$ cat src/rtl/result_ram_reader_if.sv
`default_nettype none
// ============================================================================
//  Module   : result_ram_reader_if
//  Purpose  : Bundles the result_ram_reader control, Result RAM read port and
//             output word stream into a single interface.
//  Ports    : control   - Start, Width_count, Filter_count, Relu_en, Busy, Done
//             RAM read  - Result_RAM_read_address_depth/_width,
//                         Result_RAM_read_enable, Result_RAM_read_data
//             stream    - Out_data, Out_valid, Out_ready, Out_last
//             slave  modport : the reader block itself
//             master modport : the surrounding logic (controller, RAM, sink)
//  Revision : 1.0 - initial release
// ============================================================================
interface result_ram_reader_if #(
   parameter int BIT_WIDTH                  = 16,
   parameter int DATASET_DEPTH_COUNTER_BITS = 9,
   parameter int FILTER_COUNTER_BITS        = 3
) ();

   logic                                  Start;
   logic [DATASET_DEPTH_COUNTER_BITS:0]   Width_count;
   logic [FILTER_COUNTER_BITS:0]          Filter_count;
   logic                                  Relu_en;
   logic [FILTER_COUNTER_BITS-1:0]        Result_RAM_read_address_depth;
   logic [DATASET_DEPTH_COUNTER_BITS-1:0] Result_RAM_read_address_width;
   logic                                  Result_RAM_read_enable;
   logic [BIT_WIDTH-1:0]                  Result_RAM_read_data;
   logic [BIT_WIDTH-1:0]                  Out_data;
   logic                                  Out_valid;
   logic                                  Out_ready;
   logic                                  Out_last;
   logic                                  Busy;
   logic                                  Done;

   modport slave (
      input  Start, Width_count, Filter_count, Relu_en,
      input  Result_RAM_read_data, Out_ready,
      output Result_RAM_read_address_depth, Result_RAM_read_address_width,
      output Result_RAM_read_enable,
      output Out_data, Out_valid, Out_last, Busy, Done
   );

   modport master (
      output Start, Width_count, Filter_count, Relu_en,
      output Result_RAM_read_data, Out_ready,
      input  Result_RAM_read_address_depth, Result_RAM_read_address_width,
      input  Result_RAM_read_enable,
      input  Out_data, Out_valid, Out_last, Busy, Done
   );

endinterface
`default_nettype wire

$ cat src/rtl/result_ram_reader.sv
`default_nettype none
// ============================================================================
//  Module   : result_ram_reader
//  Purpose  : Drains a finished layer result from the Result RAM after Start
//             and streams it position-major / filter-minor as valid/ready
//             words, with optional ReLU clamp on the way out.
//  Ports    : Clk     - clock, rising edge
//             Reset_n - asynchronous active-low reset
//             bus     - result_ram_reader_if.slave (control, RAM read port,
//                       output stream, Busy/Done status)
//  Revision : 1.0 - initial release
// ============================================================================
module result_ram_reader #(
   parameter int BIT_WIDTH                  = 16,
   parameter int DATASET_DEPTH_COUNTER_BITS = 9,
   parameter int FILTER_COUNTER_BITS        = 3
) (
   input  logic               Clk,
   input  logic               Reset_n,
   result_ram_reader_if.slave bus
);

   localparam int c_wcnt_bits = DATASET_DEPTH_COUNTER_BITS + 1;
   localparam int c_fcnt_bits = FILTER_COUNTER_BITS + 1;
   localparam logic [c_wcnt_bits-1:0]                c_wcnt_one = 1;
   localparam logic [c_fcnt_bits-1:0]                c_fcnt_one = 1;
   localparam logic [FILTER_COUNTER_BITS-1:0]        c_fidx_one = 1;
   localparam logic [DATASET_DEPTH_COUNTER_BITS-1:0] c_pos_one  = 1;

   typedef enum logic [1:0] {
      S_IDLE  = 2'd0,
      S_READ  = 2'd1,
      S_FLUSH = 2'd2,
      S_DONE  = 2'd3
   } state_t;

   state_t                                state_q, state_d;
   logic [c_wcnt_bits-1:0]                wcnt_q, wcnt_d;
   logic [c_fcnt_bits-1:0]                fcnt_q, fcnt_d;
   logic                                  relu_q, relu_d;
   logic [FILTER_COUNTER_BITS-1:0]        fidx_q, fidx_d;     // next filter index to read
   logic [DATASET_DEPTH_COUNTER_BITS-1:0] pos_q, pos_d;       // next position to read
   logic [FILTER_COUNTER_BITS-1:0]        fhold_q, fhold_d;   // last issued address
   logic [DATASET_DEPTH_COUNTER_BITS-1:0] phold_q, phold_d;
   logic                                  dvld_q, dvld_d;     // RAM data arrives this cycle
   logic                                  dlast_q, dlast_d;   // ...and it is the final word
   logic [BIT_WIDTH-1:0]                  e0_q, e0_d, e1_q, e1_d;
   logic                                  l0_q, l0_d, l1_q, l1_d;
   logic [1:0]                            cnt_q, cnt_d;

   logic                 w_pop;
   logic [2:0]           w_occ;
   logic                 w_fidx_end;
   logic                 w_is_last;
   logic                 w_rd_en;
   logic                 w_busy;
   logic                 w_done;
   logic [BIT_WIDTH-1:0] w_wdata;

   assign w_pop      = (cnt_q != 2'd0) && bus.Out_ready;
   // Words owned by the block once this cycle's transfer is taken out. A new
   // read is safe when this is below 2: its data lands two edges later, by
   // which time at most two words can be held even if nothing else drains.
   assign w_occ      = {1'b0, cnt_q} + {2'b00, dvld_q} - {2'b00, w_pop};
   assign w_fidx_end = ({1'b0, fidx_q} == (fcnt_q - c_fcnt_one));
   assign w_is_last  = w_fidx_end && ({1'b0, pos_q} == (wcnt_q - c_wcnt_one));
   assign w_wdata    = (relu_q && bus.Result_RAM_read_data[BIT_WIDTH-1]) ?
                       '0 : bus.Result_RAM_read_data;

   always_comb begin
      state_d = state_q;
      wcnt_d  = wcnt_q;
      fcnt_d  = fcnt_q;
      relu_d  = relu_q;
      fidx_d  = fidx_q;
      pos_d   = pos_q;
      w_rd_en = 1'b0;
      w_busy  = 1'b0;
      w_done  = 1'b0;
      case (state_q)
         S_IDLE: begin
            if (bus.Start) begin
               wcnt_d = bus.Width_count;
               fcnt_d = bus.Filter_count;
               relu_d = bus.Relu_en;
               fidx_d = '0;
               pos_d  = '0;
               if ((bus.Width_count == '0) || (bus.Filter_count == '0)) begin
                  state_d = S_DONE;
               end else begin
                  state_d = S_READ;
               end
            end
         end
         S_READ: begin
            w_busy = 1'b1;
            if (w_occ < 3'd2) begin
               w_rd_en = 1'b1;
               if (w_is_last) begin
                  state_d = S_FLUSH;
               end else if (w_fidx_end) begin
                  fidx_d = '0;
                  pos_d  = pos_q + c_pos_one;
               end else begin
                  fidx_d = fidx_q + c_fidx_one;
               end
            end
         end
         S_FLUSH: begin
            w_busy = 1'b1;
            if (w_occ == 3'd0) begin
               state_d = S_DONE;
            end
         end
         S_DONE: begin
            w_done  = 1'b1;
            state_d = S_IDLE;
         end
         default: state_d = S_IDLE;
      endcase
   end

   assign dvld_d  = w_rd_en;
   assign dlast_d = w_rd_en && w_is_last;
   assign fhold_d = w_rd_en ? fidx_q : fhold_q;
   assign phold_d = w_rd_en ? pos_q  : phold_q;

   // Two-entry FWFT buffer, entry 0 is the head presented on the stream.
   always_comb begin
      e0_d  = e0_q;
      e1_d  = e1_q;
      l0_d  = l0_q;
      l1_d  = l1_q;
      if (w_pop) begin
         e0_d = e1_q;
         l0_d = l1_q;
      end
      if (dvld_q) begin
         if ((cnt_q == 2'd0) || ((cnt_q == 2'd1) && w_pop)) begin
            e0_d = w_wdata;
            l0_d = dlast_q;
         end else begin
            e1_d = w_wdata;
            l1_d = dlast_q;
         end
      end
      cnt_d = cnt_q + {1'b0, dvld_q} - {1'b0, w_pop};
   end

   always_ff @(posedge Clk or negedge Reset_n) begin
      if (!Reset_n) begin
         state_q <= S_IDLE;
         wcnt_q  <= '0;
         fcnt_q  <= '0;
         relu_q  <= 1'b0;
         fidx_q  <= '0;
         pos_q   <= '0;
         fhold_q <= '0;
         phold_q <= '0;
         dvld_q  <= 1'b0;
         dlast_q <= 1'b0;
         e0_q    <= '0;
         e1_q    <= '0;
         l0_q    <= 1'b0;
         l1_q    <= 1'b0;
         cnt_q   <= 2'd0;
      end else begin
         state_q <= state_d;
         wcnt_q  <= wcnt_d;
         fcnt_q  <= fcnt_d;
         relu_q  <= relu_d;
         fidx_q  <= fidx_d;
         pos_q   <= pos_d;
         fhold_q <= fhold_d;
         phold_q <= phold_d;
         dvld_q  <= dvld_d;
         dlast_q <= dlast_d;
         e0_q    <= e0_d;
         e1_q    <= e1_d;
         l0_q    <= l0_d;
         l1_q    <= l1_d;
         cnt_q   <= cnt_d;
      end
   end

   assign bus.Result_RAM_read_enable        = w_rd_en;
   assign bus.Result_RAM_read_address_depth = w_rd_en ? fidx_q : fhold_q;
   assign bus.Result_RAM_read_address_width = w_rd_en ? pos_q  : phold_q;
   assign bus.Out_data                      = e0_q;
   assign bus.Out_valid                     = (cnt_q != 2'd0);
   assign bus.Out_last                      = l0_q && (cnt_q != 2'd0);
   assign bus.Busy                          = w_busy;
   assign bus.Done                          = w_done;

endmodule
`default_nettype wire

$ cat src/flat_wrapper.sv
// flat-port wrapper written by rule: the top's interface ports become plain ports
module result_ram_reader_flat 
#(
   parameter int BIT_WIDTH                  = 16,
   parameter int DATASET_DEPTH_COUNTER_BITS = 9,
   parameter int FILTER_COUNTER_BITS        = 3
)
  (Clk, Reset_n, bus_Start, bus_Width_count, bus_Filter_count, bus_Relu_en, bus_Result_RAM_read_data, bus_Out_ready, bus_Result_RAM_read_address_depth, bus_Result_RAM_read_address_width, bus_Result_RAM_read_enable, bus_Out_data, bus_Out_valid, bus_Out_last, bus_Busy, bus_Done);
  result_ram_reader_if #(.BIT_WIDTH(BIT_WIDTH), .DATASET_DEPTH_COUNTER_BITS(DATASET_DEPTH_COUNTER_BITS), .FILTER_COUNTER_BITS(FILTER_COUNTER_BITS)) bus_i ();
  input  logic Clk;
  input  logic Reset_n;
  input wire logic [$bits(bus_i.Start)-1:0] bus_Start;
  input wire logic [$bits(bus_i.Width_count)-1:0] bus_Width_count;
  input wire logic [$bits(bus_i.Filter_count)-1:0] bus_Filter_count;
  input wire logic [$bits(bus_i.Relu_en)-1:0] bus_Relu_en;
  input wire logic [$bits(bus_i.Result_RAM_read_data)-1:0] bus_Result_RAM_read_data;
  input wire logic [$bits(bus_i.Out_ready)-1:0] bus_Out_ready;
  output wire logic [$bits(bus_i.Result_RAM_read_address_depth)-1:0] bus_Result_RAM_read_address_depth;
  output wire logic [$bits(bus_i.Result_RAM_read_address_width)-1:0] bus_Result_RAM_read_address_width;
  output wire logic [$bits(bus_i.Result_RAM_read_enable)-1:0] bus_Result_RAM_read_enable;
  output wire logic [$bits(bus_i.Out_data)-1:0] bus_Out_data;
  output wire logic [$bits(bus_i.Out_valid)-1:0] bus_Out_valid;
  output wire logic [$bits(bus_i.Out_last)-1:0] bus_Out_last;
  output wire logic [$bits(bus_i.Busy)-1:0] bus_Busy;
  output wire logic [$bits(bus_i.Done)-1:0] bus_Done;
  assign bus_i.Start = bus_Start;
  assign bus_i.Width_count = bus_Width_count;
  assign bus_i.Filter_count = bus_Filter_count;
  assign bus_i.Relu_en = bus_Relu_en;
  assign bus_i.Result_RAM_read_data = bus_Result_RAM_read_data;
  assign bus_i.Out_ready = bus_Out_ready;
  assign bus_Result_RAM_read_address_depth = bus_i.Result_RAM_read_address_depth;
  assign bus_Result_RAM_read_address_width = bus_i.Result_RAM_read_address_width;
  assign bus_Result_RAM_read_enable = bus_i.Result_RAM_read_enable;
  assign bus_Out_data = bus_i.Out_data;
  assign bus_Out_valid = bus_i.Out_valid;
  assign bus_Out_last = bus_i.Out_last;
  assign bus_Busy = bus_i.Busy;
  assign bus_Done = bus_i.Done;
  result_ram_reader #(.BIT_WIDTH(BIT_WIDTH), .DATASET_DEPTH_COUNTER_BITS(DATASET_DEPTH_COUNTER_BITS), .FILTER_COUNTER_BITS(FILTER_COUNTER_BITS)) u_core (.Clk(Clk), .Reset_n(Reset_n), .bus(bus_i));
endmodule
$ cat config.mk
export PLATFORM = sky130hd
export DESIGN_NAME = result_ram_reader_flat
export DESIGN_NICKNAME = d
export VERILOG_FILES = /design/src/rtl/result_ram_reader_if.sv /design/src/rtl/result_ram_reader.sv /design/src/flat_wrapper.sv
export SDC_FILE = /design/constraint.sdc
export NUM_CORES = 1
export LEC_CHECK = 0
export BUFFER_PORTS_ARGS = -buffer_cell sky130_fd_sc_hd__buf_2
export CORE_MARGIN = 2
export CORE_UTILIZATION = 40
export DETAILED_ROUTE_END_ITERATION = 10
export PLACE_DENSITY = 0.64
export SETUP_SLACK_MARGIN = 0.02
export SYNTH_ARGS = -nofsm -noshare
export SYNTH_HDL_FRONTEND = slang
export SYNTH_SLANG_ARGS = --single-unit
$ cat constraint.sdc
create_clock -name Clk -period 5.7 [get_ports Clk]
set_input_delay 0.57 -clock Clk [delete_from_list [all_inputs] [get_ports Clk]]
set_output_delay 0.57 -clock Clk [all_outputs]
set_load 0.01 [all_outputs]
Word level (Yosys, flattened, before mapping). Cells that the tools add are included.

Magnitude comparators: 1. Bitwise logic cells: 1. Multipliers: 0. Equality and inequality tests: 12. Reductions and logical operators: 21. Shift operators: 0. $add $sub $neg: 8. Div/mod/pow operators: 0. Multiplexer cells: 29.

Operator list (count): $mux W16 (4); $mux W9 (5); $pmux W9 S2 (1); $mux W3 (5); $eq A9 B10 Y1 (1); $logic_not A10 Y1 (1); $mux W2 (5); $sub A10 B1 Y10 const B (1); $add A9 B1 Y9 const B (1); $ne A2 B1 Y1 const B (4); $pmux W2 S4 (1); $reduce_and A4 Y1 (2); $mux W1 (7); $logic_and A1 B1 Y1 (6); $pmux W3 S2 (1); $reduce_and A5 Y1 (1); $eq A2 B1 Y1 const B (2); $eq A2 B2 Y1 const B (2); $eq A3 B4 Y1 (1); $logic_not A2 Y1 (2); $logic_not A4 Y1 (1); $ne A2 B2 Y1 const B (2); $reduce_and A2 Y1 (2); $reduce_bool A2 Y1 (2); 11 further kinds (12).

Bits in read-only memories: 0. Input bits: 35. Bits in writable memories: 0. Bits in latches: 0. Memories: 0. Register bits after elaboration: 79. Output and inout port bits: 33. Logic and storage cells: 87.

Logic depth before layout (Yosys ltp). Gate-level depths: netlist of run 1.

Word-level depth: 7. Depth in mapped cells: 18. Mapped depth without buffers: 15.

Least setup slack after synthesis of run 1. No wires, ideal clock.

Kind: flip-flop to output port. Start: reg u_core.cnt_q[1]. End: out bus_Result_RAM_read_address_depth[0]. Required time: 5.130 ns. Path buffers: 2. Data arrival time: 3.346 ns. Setup slack: 1.784 ns. Cell stages (with the launch flop): 16. Cell sequence: dfrtp_1 -> or2_2 -> nand2_1 -> clkinv_1 -> clkbuf_1 -> ha_1 -> inv_1 -> ha_1 -> inv_1 -> fa_1 -> xnor2_1 -> nand2_1 -> inv_1 -> nand2_1 -> clkbuf_1 -> mux2_2.

Word-level cells in the longest chain between the ends: 7. Elaborated cells between the ends (all ways): 8. Classes of those cells: 2 x add/sub; 1 x order compare; 3 x mux; 2 x reduce/logical.

RTL lines: start, declared (RTL line result_ram_reader.sv:49) `logic [1:0] cnt_q, cnt_d;`; start signal, assigned (RTL line result_ram_reader.sv:182) `cnt_q <= cnt_d;`; $reduce_bool A2 Y1; via bus_Out_valid (RTL line flat_wrapper.sv:22) `output wire logic [$bits(bus_i.Out_valid)-1:0] bus_Out_valid;`; $logic_and A1 B1 Y1 (RTL line result_ram_reader.sv:60) `assign w_pop = (cnt_q != 2'd0) && bus.Out_ready;`; $sub A3 B1 Y3 (RTL line result_ram_reader.sv:64) `assign w_occ = {1'b0, cnt_q} + {2'b00, dvld_q} - {2'b00, w_pop};`; $lt A3 B2 Y1 (RTL line result_ram_reader.sv:97) `if (w_occ < 3'd2) begin`; $mux W1 (RTL line result_ram_reader.sv:97); $mux W1 (RTL line result_ram_reader.sv:80) `case (state_q)`; $mux W3 (RTL line result_ram_reader.sv:187) `assign bus.Result_RAM_read_address_depth = w_rd_en ? fidx_q : fhold_q;`; end, declared (RTL line flat_wrapper.sv:18) `output wire logic [$bits(bus_i.Result_RAM_read_address_depth)-1:0] bus_Result_RAM_read_address_depth;`.

The timed path passes the listed nets, and every way through them passes these cells.

Worst setup path in the final report of run 1.
Start: reg u_core.cnt_q[1]. End: out bus_Result_RAM_read_address_width[7].

Word-level cells in the longest chain between the ends: 7. Elaborated cells between the ends (all ways): 8. Classes of those cells: 2 x add/sub; 1 x order compare; 3 x mux; 2 x reduce/logical.

RTL lines: branches (longest 2 deep; another with $add A2 B1 Y3); $sub A3 B1 Y3 * (RTL line result_ram_reader.sv:64); $lt A3 B2 Y1 * (RTL line result_ram_reader.sv:97); $mux W1 * (RTL line result_ram_reader.sv:97); $mux W1 * (RTL line result_ram_reader.sv:80); $mux W9 * (RTL line result_ram_reader.sv:188) `assign bus.Result_RAM_read_address_width = w_rd_en ? pos_q : phold_q;`; end, declared (RTL line flat_wrapper.sv:19) `output wire logic [$bits(bus_i.Result_RAM_read_address_width)-1:0] bus_Result_RAM_read_address_width;`.

Mark *: on every way between the ends.

==> run_results.csv, run 1 <==
group,metric,value,unit
run_status,status,"completed",
drt,wl,8750,µm
grt,grt_max_degree,80,
floorplanning,die_x,106,µm
final_layout,nFillCells,975,
setup_path,r2r_cells,15,
clock_network,clkTransAtPathRegs,0.09,ns
floorplanning,io-pin-count,68,
job,cap_violations,0,
yosys,synth_seq_cells,79,
placed_design,pre_cts_ws,0.837,ns
yosys,async_flop_share,1.00,
final_layout,post-route-util,0.471,
min_path,hold_class,"in -> async",
final_layout,syn_to_final_growth,15.7,%
grt,grt_usage,0.166,
clock_network,cts_made_buffers,9,
timing,slew_headroom,0.246,
timing,skew,0.00896,ns
timing,tns,0,ns
timing,period_share,0.901,
drt,ant_nets,0,
placed_design,portBuffers,67,
yosys,synth_cell_types,59,
clock_network,clock_sinks,79,
floorplanning,rows,37,
setup_path,end_kind,"output pin",
drt,drtIter0Drc,180,
timing,tightest_slew,1.13,ns
placed_design,dp_hpwl,6060,µm
final_layout,antenna_cells,0,
clock_network,post-cts-setup-buffers,0,
yosys,synth_top_area_frac,0.477,
yosys,yosys_warnings,0,
yosys,synth_edf_count,0,
power_and_ir_drop,powerDensity,538,nW/µm²
grt,grt_antenna_before_repair,0,
clock_network,ctsResizeCount,0,
yosys,synth_area,4150,µm²
clock_network,clk_latency,0.35,ns
placed_design,routabilityCongestion,0.845,
setup_path,crit_start,"u_core.cnt_q[1]",
yosys,yosysMostFrequentCell,"dfrtp_1",
floorplanning,core,10200,µm²
floorplanning,dieArea,11200,µm²
timing,worst_slack,0.562,ns
yosys,synth.area.top_cells,"dfrtp_1, mux2_2, nand2_1, ha_1, a211oi_1",
yosys,yosysTopAreaCell,"dfrtp_1",
grt,grt_pass1_vias,3075,
floorplanning,die_h,106,µm
drt,drtPass1Iterations,4,
drt,vias,3163,
clock_network,clockRootBuffer,"clkbuf_8",
timing,slew_violations,0,
setup_path,critPathMaxFanout,18,
clock_network,cts_hold_buf,0,
placed_design,placement.cell_area,4550,µm²
final_layout,finalNetCount,503,
timing,max_clock_freq,195,MHz
power_and_ir_drop,peakVddDrop,0.300,mV
setup_path,crit_end,"bus_Result_RAM_read_address_width[7]",
final_layout,final_cells,597,
yosys,synth-main-ff-cell,"dfrtp_1",
yosys,synth_area_per_cell,10.4,µm²
timing,final-hold-violation-count,0,
setup_path,cp.arrival,4.57,ns
timing,layout_min_cycle_time,5.14,ns
placed_design,numPlacedInstances,581,
yosys,yosysSeqAreaShare,0.477,
final_layout,drive_gt1_frac,0.269,
drt,via_per_inst,5.30,
yosys,synth_fp_nets,446,
drt,drc_errors,0,
yosys,synthTopCellsByCount,"dfrtp_1, nand2_1, mux2_2",
setup_path,reg2reg_from,"u_core.cnt_q[1]",
yosys,synth_cells,399,
final_layout,final_cell_area,4800,µm²
grt,grt_pass1_wl,14900,µm
setup_path,reg2reg_to,"u_core.pos_q[8]",
floorplanning,initial_utilization,0.407,
clock_network,ctsLongestPathBuffers,2,
setup_path,critPathKind,"reg -> out",
power_and_ir_drop,p_leak,0.00232,µW
setup_path,required,5.13,ns
grt,gr-total-overflow,0,
clock_network,cts_tree,"done",
clock_network,htreeDepth,3,
drt,wl_per_cell,14.7,µm
timing,rsz0062_at_grt,"no",
timing,setup_viol,0,
setup_path,start_kind,"register",
setup_path,r2r_setup_slack,1.16,ns
## flip-flops by register name, indices dropped and copies added, names as in the netlist
signal	cells
u_core.bus.Out_data	16
u_core.cnt_q	2
u_core.dlast_q	1
u_core.dvld_q	1
u_core.e1_q	16
u_core.fcnt_q	4
u_core.fhold_q	3
u_core.fidx_q	3
u_core.l0_q	1
u_core.l1_q	1
u_core.phold_q	9
u_core.pos_q	9
u_core.relu_q	1
u_core.state_q	2
u_core.wcnt_q	10
## worst min path at each step
stage,from,end,slack (ns),cells after the start
2_1_floorplan,Reset_n,u_core.bus.Out_data[0],0.27,0
3_3_place_gp,u_core.dlast_q,u_core.l0_q,0.46,2
3_5_place_dp,u_core.dlast_q,u_core.l0_q,0.47,2
4_1_cts,Reset_n,u_core.bus.Out_data[10],0.42,1
5_1_grt,bus_Relu_en,u_core.relu_q,0.45,2
6_report,Reset_n,u_core.bus.Out_data[10],0.36,1
## cell type report
cell class | instances | area, µm² | share of cell area
multi-input combinational | 281 | 2000 | 0.417
sequential | 79 | 1980 | 0.412
timing repair buffer | 67 | 338 | 0.0704
tap | 136 | 170 | 0.0355
clock buffer | 10 | 128 | 0.0266
clock inverter | 6 | 118 | 0.0245
inverter | 18 | 67.6 | 0.0141
## per-stage QoR
| step | hold WS (ns) | total power (µW) |
|---|---|---|
| after CTS | 0.420 | 2620 |
| final | 0.359 | 2580 |
| after floorplan | 0.274 | 1800 |
| after detailed placement | 0.468 | 2100 |
| after global placement | 0.461 | 2050 |
| after global routing | 0.450 | 2800 |
## logic make-up (layout without fill, tap and decap cells)
group | after synthesis | in the layout | synth area share
DFF | 79 | 79 | 0.477
and+or+nand+nor | 128 | 128 | 0.167
muxes | 32 | 32 | 0.0866
adders and majority gates | 12 | 12 | 0.0380
buffers and inverters | 39 | 101 | 0.0410
xor gates and xnor gates | 16 | 16 | 0.0389
AOI/OAI and AO/OA | 93 | 93 | 0.151
## where the power goes
part | leakage [µW] | switching [µW] | internal [µW]
Combinational | 0.00118 | 641 | 496
Sequential | 0.00102 | 173 | 764
Clock | 0.000119 | 213 | 295
## cell usage in the layout (no fill, tap or decap), types with 3 or more instances in the layout
master	instances
a211o_1	3
xnor2_1	8
nor4b_1	5
a31oi_1	4
bufinv_16	3
o21ai_0	23
and3_1	4
nor4_1	6
mux2i_1	4
nand2b_1	5
a21oi_1	25
inv_1	17
and2_1	20
mux2_2	27
nor3_1	9
nor2_1	11
ha_1	11
nand2_1	48
buf_2	66
a21o_1	3
clkbuf_8	9
a211oi_1	17
nand3_1	7
dfrtp_1	79
xor2_1	6
## worst max-delay path, cell delays in order (launching register included)
cell	delay [ns]
dfrtp_1	0.43
or2_2	0.33
nand2_1	0.40
clkinv_1	0.60
ha_1	0.48
inv_1	0.06
ha_1	0.13
inv_1	0.05
fa_1	0.37
xnor2_1	0.14
nand2_1	0.11
inv_1	0.06
nand2_1	0.51
mux2_2	0.42
buf_2	0.14
## layer usage
| layer | GRT usage | routed length, µm |
|---|---|---|
| met3 | 0.0414 | 429 |
| met1 | 0.221 | 4090 |
| met2 | 0.277 | 4170 |
| met5 | 0 | 0 |
| met4 | 0.0348 | 65 |
(Power assumes the default switching activity.)
==> run 2: changes to the inputs <==
- ABC_AREA: not set -> 1
- CORE_ASPECT_RATIO: not set -> 1.5
==> run 2 against run 1 <==
Net effect:
- register-to-register slack better by 1.3 ns
- utilization up 1.3 points
- setup slack better by 0.95 ns
- final cell count up 26%
- clock skew down 0.0040 ns
- non-clock buffer count up 3
- fmax up 23%
- highest routed layer unchanged
==> run_results.csv, run 2 <==
group,metric,value,unit
run_status,status,"completed",
drt,drtIter0Drc,121,
setup_path,critPathMaxFanout,34,
yosys,synth_seq_cells,79,
grt,grt_usage,0.171,
setup_path,r2r_cells,13,
placed_design,dp_hpwl,6490,µm
clock_network,cts_made_buffers,9,
timing,period_share,0.734,
yosys,synth_area,4230,µm²
clock_network,cts_tree,"done",
job,cap_violations,0,
clock_network,htreeDepth,3,
floorplanning,die_h,130,µm
timing,setup_viol,0,
clock_network,clockRootBuffer,"clkbuf_16",
final_layout,syn_to_final_growth,19.3,%
drt,wl,9060,µm
timing,rsz0062_at_grt,"no",
yosys,synth.area.top_cells,"dfrtp_1, nand2_1, inv_1, o21ai_0, nor2_1",
yosys,synthTopCellsByCount,"nand2_1, inv_1, dfrtp_1",
placed_design,portBuffers,67,
yosys,async_flop_share,1.00,
floorplanning,die_x,87.9,µm
timing,tns,0,ns
final_layout,finalNetCount,653,
timing,max_clock_freq,239,MHz
timing,tightest_slew,1.00,ns
final_layout,antenna_cells,0,
final_layout,layout_common_cells,"nand2_1, inv_1, dfrtp_1",
clock_network,clkTransAtPathRegs,0.06,ns
grt,grt_pass1_vias,3481,
drt,vias,3505,
setup_path,start_kind,"register",
floorplanning,io-pin-count,68,
placed_design,routabilityCongestion,0.806,
final_layout,layout_commonest_cell,"nand2_1",
grt,gr-total-overflow,0,
yosys,synth_top_area_frac,0.468,
final_layout,nFillCells,1008,
timing,skew,0.00498,ns
final_layout,drive_gt1_frac,0.185,
clock_network,post-cts-setup-buffers,0,
timing,slew_headroom,0.331,
yosys,synth_edf_count,0,
yosys,yosysSeqAreaShare,0.468,
drt,drc_errors,0,
yosys,yosysMostFrequentCell,"nand2_1",
timing,layout_min_cycle_time,4.18,ns
yosys,synth_area_per_cell,7.78,µm²
yosys,yosysTopAreaCell,"dfrtp_1",
timing,slew_violations,0,
min_path,hold_class,"in -> async",
power_and_ir_drop,fin_total_pwr,2830,µW
yosys,yosys_warnings,0,
clock_network,clk_latency,0.33,ns
yosys,synth_cells,543,
grt,grt_antenna_before_repair,0,
drt,ant_nets,0,
final_layout,post-route-util,0.484,
floorplanning,rows,46,
setup_path,critPathKind,"reg -> out",
drt,via_per_inst,4.64,
clock_network,clock_sinks,79,
power_and_ir_drop,p_leak,0.00263,µW
clock_network,cts_hold_buf,0,
setup_path,end_kind,"output pin",
yosys,synth_fp_nets,590,
floorplanning,dieArea,11400,µm²
power_and_ir_drop,powerDensity,562,nW/µm²
grt,grt_pass1_wl,15500,µm
drt,drtPass1Iterations,4,
timing,final-hold-violation-count,0,
yosys,synth_cell_types,34,
power_and_ir_drop,peakVddDrop,0.249,mV
setup_path,required,5.13,ns
clock_network,ctsResizeCount,0,
setup_path,cp.arrival,3.61,ns
floorplanning,core,10400,µm²
yosys,synth-main-ff-cell,"dfrtp_1",
drt,wl_per_cell,12.0,µm
clock_network,ctsLongestPathBuffers,2,
floorplanning,initial_utilization,0.406,
timing,whs,0.382,ns
grt,grt_max_degree,80,
[run 2: where the power goes]
group	leakage (µW)	internal (µW)	switching, µW
logic	0.00149	452	779
clock network	0.000168	438	225
registers	0.000972	795	144
[run 2: through the flow]
| stage | instances | area, µm² | worst slack [ns] |
|---|---|---|---|
| global route | 755 | 5040 | 1.27 |
| CTS | 755 | 5040 | 1.46 |
| floorplan | 543 | 4230 | 2.13 |
| finish | 755 | 5040 | 1.52 |
| detailed placement | 739 | 4690 | 1.70 |
| global placement | 739 | 4690 | 1.78 |
[run 2: layout make-up]
cell class                      instances  area (µm²)  share of cell area
Sequential cell                        79        1980               0.392
Multi-Input combinational cell        353        1830               0.362
Timing Repair Buffer                   70         360              0.0715
Inverter                               93         350              0.0695
Clock buffer                           10         239              0.0474
Tap cell                              144         180              0.0357
Clock inverter                          6         108              0.0213
[run 2: cell families (layout without fill, tap and decap cells)]
kind of cell	after synthesis	after routing	synth area share
compound gates	83	83	0.104
xor+xnor	16	16	0.0332
fa+ha+maj	12	12	0.0373
buf+inv	111	179	0.101
flops	79	79	0.468
mux	6	6	0.0160
simple gates	236	236	0.241
[run 2: path summary, 6_finish.rpt]
| check | from | to | slack, ns |
|---|---|---|---|
| max | u_core.cnt_q[1] | bus_Result_RAM_read_address_width[4] | 1.52 |
| min in group Clk | bus_Relu_en | u_core.relu_q | 0.47 |
| max reg2reg | u_core.cnt_q[1] | u_core.phold_q[4] | 2.44 |
| min | Reset_n | u_core.bus.Out_data[9] | 0.38 |
| min reg2reg | u_core.fcnt_q[3] | u_core.fcnt_q[3] | 0.49 |
| max in group asynchronous | Reset_n | u_core.phold_q[4] | 4.64 |
[run 2: worst max-delay path, stage by stage, from the launching register on]
cell,delay (ns)
dfrtp_1,0.43
nor2_1,0.26
nor2_2,0.05
buf_4,0.23
ha_1,0.30
inv_1,0.05
ha_1,0.13
inv_1,0.04
fa_1,0.37
xnor2_1,0.17
nand2_1,0.14
nor2_1,0.29
buf_4,0.31
mux2_2,0.37
buf_2,0.14
[run 2: metal layers]
layer	share of wire	GRT usage
met5	0	0
met2	0.51	0.306
met3	0.037	0.0398
met1	0.44	0.198
met4	0.011	0.0561
